<file path="src/rtl/onchip_mem_arbiter.sv">
// rtl/onchip_mem_arbiter.sv - two-master round-robin arbiter for the single-port on-chip RAM
// Optional performance counters: define ONCHIP_ARB_PERF_CNT_EN
module onchip_mem_arbiter #(
  parameter int ADDR_W    = 17,
  parameter int DATA_W    = 32,
  parameter int MAX_BURST = 4
) (
  input  logic                  clk,
  input  logic                  reset,
  input  logic [ADDR_W-1:0]     m0_address,
  input  logic [DATA_W/8-1:0]   m0_byteenable,
  input  logic                  m0_read,
  input  logic                  m0_write,
  input  logic [DATA_W-1:0]     m0_writedata,
  output logic                  m0_waitrequest,
  output logic [DATA_W-1:0]     m0_readdata,
  output logic                  m0_readdatavalid,
  input  logic [ADDR_W-1:0]     m1_address,
  input  logic [DATA_W/8-1:0]   m1_byteenable,
  input  logic                  m1_read,
  input  logic                  m1_write,
  input  logic [DATA_W-1:0]     m1_writedata,
  output logic                  m1_waitrequest,
  output logic [DATA_W-1:0]     m1_readdata,
  output logic                  m1_readdatavalid,
  output logic [ADDR_W-1:0]     mem_address,
  output logic [DATA_W/8-1:0]   mem_byteenable,
  output logic                  mem_chipselect,
  output logic                  mem_write,
  output logic [DATA_W-1:0]     mem_writedata,
  output logic                  mem_clken,
  input  logic [DATA_W-1:0]     mem_readdata
`ifdef ONCHIP_ARB_PERF_CNT_EN
  ,
  input  logic                  perf_clear,
  output logic [31:0]           perf_grant0,
  output logic [31:0]           perf_grant1,
  output logic [31:0]           perf_stall0,
  output logic [31:0]           perf_stall1
`endif
);

  localparam logic [3:0] MAX_B = 4'(MAX_BURST);

  typedef enum logic [1:0] {IDLE, OWN0, OWN1} state_t;

  state_t     state;
  logic       rr_ptr;
  logic [3:0] burst_cnt;
  logic       rd_pending;
  logic       rd_tag;

  logic req0, req1;
  logic grant0, grant1;

  assign req0 = m0_read | m0_write;
  assign req1 = m1_read | m1_write;

  // Grant decision: combinational from live requests and the registered ownership state
  always_comb begin
    grant0 = 1'b0;
    grant1 = 1'b0;
    if (!reset) begin
      case (state)
        IDLE: begin
          if (req0 && req1) begin
            grant0 = ~rr_ptr;
            grant1 = rr_ptr;
          end else begin
            grant0 = req0;
            grant1 = req1;
          end
        end
        OWN0: begin
          if (req0 && (!req1 || burst_cnt < MAX_B)) grant0 = 1'b1;
          else                                      grant1 = req1;
        end
        OWN1: begin
          if (req1 && (!req0 || burst_cnt < MAX_B)) grant1 = 1'b1;
          else                                      grant0 = req0;
        end
        default: begin
          grant0 = 1'b0;
          grant1 = 1'b0;
        end
      endcase
    end
  end

  assign m0_waitrequest = ~grant0;
  assign m1_waitrequest = ~grant1;
  assign mem_chipselect = grant0 | grant1;
  assign mem_clken      = ~reset;

  // RAM port mux: only the granted master reaches the RAM, otherwise drive quiet zeros
  always_comb begin
    mem_address    = '0;
    mem_byteenable = '0;
    mem_write      = 1'b0;
    mem_writedata  = '0;
    if (grant0) begin
      mem_address    = m0_address;
      mem_byteenable = m0_byteenable;
      mem_write      = m0_write;
      mem_writedata  = m0_writedata;
    end else if (grant1) begin
      mem_address    = m1_address;
      mem_byteenable = m1_byteenable;
      mem_write      = m1_write;
      mem_writedata  = m1_writedata;
    end
  end

  // Ownership FSM: burst counting, handover and round-robin pointer
  always_ff @(posedge clk) begin
    if (reset) begin
      state     <= IDLE;
      rr_ptr    <= 1'b0;
      burst_cnt <= '0;
    end else if (grant0) begin
      if (state == OWN0) begin
        if (burst_cnt != 4'hF) burst_cnt <= burst_cnt + 4'd1;
      end else begin
        state     <= OWN0;
        burst_cnt <= 4'd1;
        rr_ptr    <= 1'b1;
      end
    end else if (grant1) begin
      if (state == OWN1) begin
        if (burst_cnt != 4'hF) burst_cnt <= burst_cnt + 4'd1;
      end else begin
        state     <= OWN1;
        burst_cnt <= 4'd1;
        rr_ptr    <= 1'b0;
      end
    end else if (state != IDLE) begin
      rr_ptr    <= (state == OWN0);
      state     <= IDLE;
      burst_cnt <= '0;
    end
  end

  // Read return pipeline: one stage matching the RAM latency, tagged with the requester
  always_ff @(posedge clk) begin
    if (reset) begin
      rd_pending <= 1'b0;
      rd_tag     <= 1'b0;
    end else begin
      rd_pending <= (grant0 && m0_read && !m0_write) || (grant1 && m1_read && !m1_write);
      rd_tag     <= grant1;
    end
  end

  assign m0_readdata      = mem_readdata;
  assign m1_readdata      = mem_readdata;
  assign m0_readdatavalid = rd_pending && !rd_tag && !reset;
  assign m1_readdatavalid = rd_pending &&  rd_tag && !reset;

`ifdef ONCHIP_ARB_PERF_CNT_EN
  // Saturating grant/stall counters; clear wins over a same-cycle increment
  always_ff @(posedge clk) begin
    if (reset || perf_clear) begin
      perf_grant0 <= '0;
      perf_grant1 <= '0;
      perf_stall0 <= '0;
      perf_stall1 <= '0;
    end else begin
      if (grant0 && perf_grant0 != 32'hFFFF_FFFF)          perf_grant0 <= perf_grant0 + 32'd1;
      if (grant1 && perf_grant1 != 32'hFFFF_FFFF)          perf_grant1 <= perf_grant1 + 32'd1;
      if (req0 && !grant0 && perf_stall0 != 32'hFFFF_FFFF) perf_stall0 <= perf_stall0 + 32'd1;
      if (req1 && !grant1 && perf_stall1 != 32'hFFFF_FFFF) perf_stall1 <= perf_stall1 + 32'd1;
    end
  end
`endif

endmodule
</file>
<file path="config.mk">
export PLATFORM = sky130hd
export DESIGN_NAME = onchip_mem_arbiter
export DESIGN_NICKNAME = d
export VERILOG_FILES = /design/src/rtl/onchip_mem_arbiter.sv
export SDC_FILE = /design/constraint.sdc
export NUM_CORES = 1
export LEC_CHECK = 0
export CAP_MARGIN = 5
export CORE_AREA = 2 2 103 105
export CTS_CLUSTER_DIAMETER = 30
export DETAILED_ROUTE_END_ITERATION = 8
export DIE_AREA = 0 0 105 107
export SLEW_MARGIN = 20
export SYNTH_ARGS = -nofsm -noshare
export SYNTH_HDL_FRONTEND = slang
export SYNTH_SLANG_ARGS = --single-unit
export TNS_END_PERCENT = 10
</file>
<file path="constraint.sdc">
create_clock -name clk -period 2.4 [get_ports clk]
set_input_delay 0.48 -clock clk [delete_from_list [all_inputs] [get_ports clk]]
set_output_delay 0.48 -clock clk [all_outputs]
set_load 0.005 [all_outputs]
</file>
==> results of run 1 <==
## Yosys cell counts (2+ instances only)
| cell | instances | share of area |
|---|---|---|
| buf_4 | 65 | 0.29 |
| a22o_1 | 55 | 0.28 |
| buf_2 | 12 | 0.035 |
| dfxtp_1 | 9 | 0.11 |
| o21ai_0 | 7 | 0.021 |
| nand2_1 | 6 | 0.013 |
| nand3b_1 | 6 | 0.027 |
| inv_1 | 5 | 0.011 |
| a21o_1 | 3 | 0.013 |
| a21oi_1 | 3 | 0.0088 |
| and3_1 | 3 | 0.011 |
| buf_6 | 3 | 0.020 |
| nand3_1 | 3 | 0.0088 |
| clkbuf_1 | 2 | 0.0044 |
| nor2_1 | 2 | 0.0044 |
| nor3_1 | 2 | 0.0059 |
| o211a_1 | 2 | 0.012 |
## routing by layer
metal	global-route usage	part of all wire	vias up
met4	0.0419	0.021	0
met1	0.133	0.37	1016
li1	-	-	1028
met2	0.246	0.52	149
met5	0	0	-
met3	0.0328	0.091	24
## cells by family after synthesis
logic type | count (synthesis)
compound gates | 84
fa+ha+maj | 1
simple gates | 29
xor+xnor | 1
flops | 9
buf+inv | 88
## layout make-up
cell class / count / area, sq um / area share
tap: 136 / 170 / 0.0492
timing repair buffer: 227 / 2090 / 0.606
inverter: 6 / 25.0 / 0.00724
multi-input combinational: 115 / 941 / 0.272
sequential: 9 / 183 / 0.0528
clock buffer: 4 / 45.0 / 0.0130
## timing repair
| item | 4_1_cts | 5_1_grt |
|---|---|---|
| pin swaps | 19 | 14 |
| resized for setup | 229 | 13 |
| setup endpoints to repair | 57 | 57 |
| cloned | 5 | 0 |
| setup buffers | 21 | 3 |
## worst paths after layout
path | startpoint | end | slack [ns]
worst max-delay path | m1_read | mem_writedata[6] | -0.17
worst max register to register | burst_cnt[2]$_SDFFE_PP0P_ | burst_cnt[2]$_SDFFE_PP0P_ | 0.30
worst min register to register | burst_cnt[1]$_SDFFE_PP0P_ | burst_cnt[1]$_SDFFE_PP0P_ | 0.52
worst min-delay path | burst_cnt[1]$_SDFFE_PP0P_ | burst_cnt[1]$_SDFFE_PP0P_ | 0.52
## sequential cells by signal, summed over array words and instances, names as in the netlist
name,cells
rd_pending,1
state,2
rd_tag,1
burst_cnt,4
rr_ptr,1
## worst max-delay path: stages
cell,delay [ns]
buf_6,0.09
or2_4,0.24
a21o_1,0.19
a221oi_4,0.35
buf_4,0.19
buf_12,0.11
buf_6,0.10
a22o_1,0.12
clkdlybuf4s15_2,0.20
## power breakdown
group / internal [mW] / switching (mW) / total (mW)
Sequential: 0.168 / 0.0232 / 0.192
Combinational: 0.627 / 0.367 / 0.994
Clock: 0.117 / 0.0715 / 0.188
## stage by stage
step | TNS, ns | power (mW) | utilization
after floorplan | 0 | 0.613 | -
after global placement | -39.87 | 1.11 | 0.324
after detailed placement | -41.26 | 1.13 | 0.324
after CTS | -5.42 | 1.41 | 0.346
after global routing | -7.23 | 1.47 | 0.343
final | -3.87 | 1.37 | 0.343
==> impl_metrics.py, run 1 <==
metrics = {
    "sta": {
        "worst_slack_ns": -0.171,
        "holdWs_ns": 0.519,
        "max_freq_mhz": 389,
        "period_needed_ns": 2.57,
        "clock_skew_ns": 0.000544,
        "max_slew_margin": 0.781,
        "report.final.slew_viol_count": 0,
        "finalSetupViolCount": 50,
        "rsz0062_at_grt": "yes",
        "hold_viol_final": 0,
        "fin_crit_sh": 1.07,
        "worstMarginPinSlew_ns": 0.327,
    },
    "hold_path": {
        "min_path_type": "flip-flop to flip-flop",
        "min_delay_path_depth": 2,
    },
    "placed_design": {
        "pre_cts_slack_ns": -0.763,
        "port_buffers": 171,
        "dp.cells": 468,
        "hpwl_um": 5730,
        "dpl_cell_area_sq_um": 3270,
        "gp_congestion": 0.785,
    },
    "route": {
        "dr.pass1.iters": 4,
        "drt-initial-drc-count": 116,
        "routed_wl_um": 7930,
        "wl_per_cell_um": 16.0,
        "drtAntennaViolNets": 0,
        "drcViolationCount": 0,
        "routed-via-count": 2217,
        "vias_per_cell": 4.46,
    },
    "floorplanning": {
        "core_area_sq_um": 10100,
        "ios": 268,
        "die_h_um": 107,
        "die_width_um": 105,
        "start_util": 0.168,
        "num_rows": 37,
        "dieArea_sq_um": 11200,
    },
    "synthesis": {
        "synthAdderAreaFrac": 0.00737,
        "synthCells": 212,
        "synth_simple_gate_area_frac": 0.102,
        "syn-num-nets": 357,
        "yosysSeqAreaShare": 0.106,
        "synth_top_family_by_area": "compound AO/OA/AOI/OAI gates",
        "ys.flop_type": "dfxtp_1",
        "synth_compound_area_frac": 0.419,
        "yosysWarnings": 0,
        "ys_seq_elements": 9,
        "synthMuxAreaShare": 0,
        "yosys.area_share.xor_xnor": 0.00516,
        "async_flop_share": 0,
        "synthDistinctLibCells": 41,
        "synth_edf_count": 0,
        "synth_area_per_cell_sq_um": 8.01,
        "synth_area_sq_um": 1700,
    },
    "worst_setup_path": {
        "critPathRequiredTime_ns": 1.92,
        "arrival_ns": 2.09,
        "crit_path_max_fanout": 5,
        "critPathKind": "input pin to output pin",
        "endpoint_kind": "output pin",
        "cp-start-kind": "input pin",
        "rr_worst_depth": 9,
    },
    "finish": {
        "fillers": 1090,
        "final_common_cell": "clkdlybuf4s50_1",
        "final_cell_mix": "clkdlybuf4s50_1, a22o_1, buf_2, buf_4",
        "fin_area_sq_um": 3460,
        "drive_above_1_share": 0.352,
        "nets": 507,
        "diodes": 0,
        "final_cells": 497,
        "synthToLayoutAreaGrowth_pct": 104,
    },
    "outcome": {
        "violations": "setup timing",
        "status": "finished with violations",
    },
    "clock_tree": {
        "clkTransAtPathRegs_ns": 0.05,
        "clk_path_buf_depth": 2,
        "cts_buffers": 3,
        "cts_tree": "built",
        "htree_levels": 1,
        "cts_root_buffer": "clkbuf_8",
        "cts_num_sinks": 9,
        "clk_latency_ns": 0.24,
        "hold_buffers": 0,
    },
    "power": {
        "leakagePower_nw": 1.58,
        "vdd_drop_max_uv": 159,
        "p_per_area_nw_per_um2": 397,
    },
    "global_routing": {
        "grt_max_degree": 29,
        "grt_pass1_wl_um": 11300,
        "grt_usage": 0.127,
        "grt_overflow": 0,
        "grt_pass1_vias": 2271,
        "antenna_found_initial": 0,
    },
    "run": {
        "maxCapViolations": 0,
    },
}
Note: power is estimated with default switching activity, not from simulation.
==> run 2, diff against run 1 <==
--- a/config.mk
+++ b/config.mk
@@ -10,7 +10,9 @@
 export CTS_CLUSTER_DIAMETER = 30
 export DETAILED_ROUTE_END_ITERATION = 8
 export DIE_AREA = 0 0 105 107
-export SLEW_MARGIN = 20
+export GPL_TIMING_DRIVEN = 0
+export RECOVER_POWER = 50
+export SLEW_MARGIN = 40
 export SYNTH_ARGS = -nofsm -noshare
 export SYNTH_HDL_FRONTEND = slang
 export SYNTH_SLANG_ARGS = --single-unit
==> impl_metrics.py, run 2 (synthesized netlist as in run 1, its figures left out) <==
metrics = {
    "global_routing": {
        "grt_pass1_wl_um": 13200,
        "grt_overflow": 0,
        "grt_usage": 0.143,
        "grt_max_degree": 11,
        "antenna_found_initial": 0,
        "grt_pass1_vias": 2621,
    },
    "power": {
        "vdd_drop_max_uv": 109,
        "leakagePower_nw": 2.03,
        "p_per_area_nw_per_um2": 343,
    },
    "floorplanning": {
        "num_rows": 37,
        "dieArea_sq_um": 11200,
        "start_util": 0.168,
        "ios": 268,
        "core_area_sq_um": 10100,
        "die_width_um": 105,
        "die_h_um": 107,
    },
    "route": {
        "routed_wl_um": 9100,
        "drcViolationCount": 0,
        "wl_per_cell_um": 14.9,
        "routed-via-count": 2613,
        "dr.pass1.iters": 4,
        "drt-initial-drc-count": 166,
        "drtAntennaViolNets": 0,
        "vias_per_cell": 4.29,
    },
    "run": {
        "maxCapViolations": 0,
    },
    "sta": {
        "report.final.slew_viol_count": 0,
        "period_needed_ns": 2.56,
        "finalSetupViolCount": 48,
        "rsz0062_at_grt": "yes",
        "hold_viol_final": 0,
        "fin_crit_sh": 1.07,
        "clock_skew_ns": 0.00623,
        "max_freq_mhz": 390,
        "worstMarginPinSlew_ns": 0.292,
        "worst_slack_ns": -0.163,
        "max_slew_margin": 0.803,
    },
    "clock_tree": {
        "hold_buffers": 0,
        "cts_buffers": 3,
        "cts_root_buffer": "clkbuf_8",
        "clk_path_buf_depth": 2,
        "clk_latency_ns": 0.24,
        "htree_levels": 1,
        "cts_num_sinks": 9,
        "clkTransAtPathRegs_ns": 0.05,
        "cts_tree": "built",
    },
    "hold_path": {
        "hp-start": "burst_cnt[1]$_SDFFE_PP0P_",
        "min_path_type": "flip-flop to flip-flop",
    },
    "worst_setup_path": {
        "endpoint_kind": "output pin",
        "critPathRequiredTime_ns": 1.92,
        "timing.rr.start": "state[1]$_SDFFE_PP0P_",
        "arrival_ns": 2.08,
        "crit_path_max_fanout": 7,
        "critPathKind": "input pin to output pin",
        "cp-startpoint": "m1_write",
        "cp-start-kind": "input pin",
    },
    "outcome": {
        "violations": "setup timing",
        "status": "finished with violations",
    },
    "finish": {
        "final_cell_mix": "clkdlybuf4s50_1, buf_4, a22o_1, buf_2, buf_6",
        "drive_above_1_share": 0.387,
        "final_cells": 609,
        "final_common_cell": "clkdlybuf4s50_1",
        "top_regs": "burst_cnt: 4 flops, state: 2 flops",
        "nets": 619,
        "fillers": 1029,
        "largest_reg_flops": 4,
        "regMostFlops": "burst_cnt",
        "synthToLayoutAreaGrowth_pct": 157,
        "diodes": 0,
        "utilization": 0.433,
    },
    "placed_design": {
        "port_buffers": 235,
        "pre_cts_slack_ns": -1.22,
        "hpwl_um": 7340,
        "gp_congestion": 0.815,
        "dp.cells": 583,
    },
}
[run 2: cell types whose count changed in the layout (fill, tap and decap cells not counted), moves of 2 or more]
cell / previous run / this run
a21oi_2: 3 / 1
buf_12: 5 / 0
buf_2: 43 / 49
buf_16: 4 / 1
buf_6: 9 / 23
clkdlybuf4s50_1: 109 / 173
clkbuf_4: 0 / 2
dlygate4sd2_1: 9 / 0
clkbuf_2: 2 / 4
buf_4: 37 / 77
[run 2: final cells by class]
cell class              count  area (sq um)  area share
clock buffers               4          45.0      0.0103
flip-flops and latches      9           184      0.0421
inverters                   6          25.0     0.00573
plain buffers              78           628       0.144
well taps                 136           170      0.0390
repair buffers            261          2370       0.543
multi-input cells         115           942       0.216
[run 2: critical path, cell delays in order]
cell and delay, ns:
buf_8 0.10, or2_4 0.26, a21o_1 0.21, a221oi_4 0.29, buf_6 0.15, buf_6 0.12, buf_6 0.11, buf_6 0.11
a22o_1 0.14, buf_2 0.12
[run 2: through the flow]
stage                     TNS, ns  hold WS (ns)  power [mW]  instance area [sq um]
after global placement     -65.32         0.489        1.27                   4220
after CTS                   -7.79         0.502        1.49                   4340
after global routing        -8.53         0.512        1.59                   4370
after floorplan                 0         0.474       0.613                   1700
final                       -5.06         0.496        1.50                   4370
after detailed placement   -63.67         0.495        1.27                   4220
[run 2: report_power, final]
part	internal, mW	total (mW)	switching (mW)	leakage (nW)
Sequential	0.168	0.188	0.0199	0.0752
Clock	0.117	0.189	0.0718	0.0228
Combinational	0.724	1.12	0.397	1.93
[run 2: path summary, 6_finish.rpt]
| kind | end | slack [ns] | cells after the start |
|---|---|---|---|
| setup / recovery | mem_address[4] | -0.16 | 10 |
| hold / removal | burst_cnt[1]$_SDFFE_PP0P_ | 0.50 | 2 |
| setup reg to reg | burst_cnt[3]$_SDFFE_PP0P_ | 0.28 | 9 |
| hold reg to reg | burst_cnt[1]$_SDFFE_PP0P_ | 0.50 | 2 |
[run 2: routing by layer]
| metal | GRT usage | up-vias | part of all wire |
|---|---|---|---|
| li1 | - | 1254 | - |
| met1 | 0.154 | 1190 | 0.37 |
| met2 | 0.280 | 162 | 0.53 |
| met3 | 0.0359 | 7 | 0.090 |
| met4 | 0.0305 | 0 | 0.0090 |
| met5 | 0 | - | 0 |
[run 2: repair_timing]
action                     in CTS  in global routing
setup endpoints to repair      57                 57
gates resized for setup       273                 19
hold endpoints to repair        0                  0
pin swaps                      17                 17
cloned                          4                  0
setup buffers                  19                  3
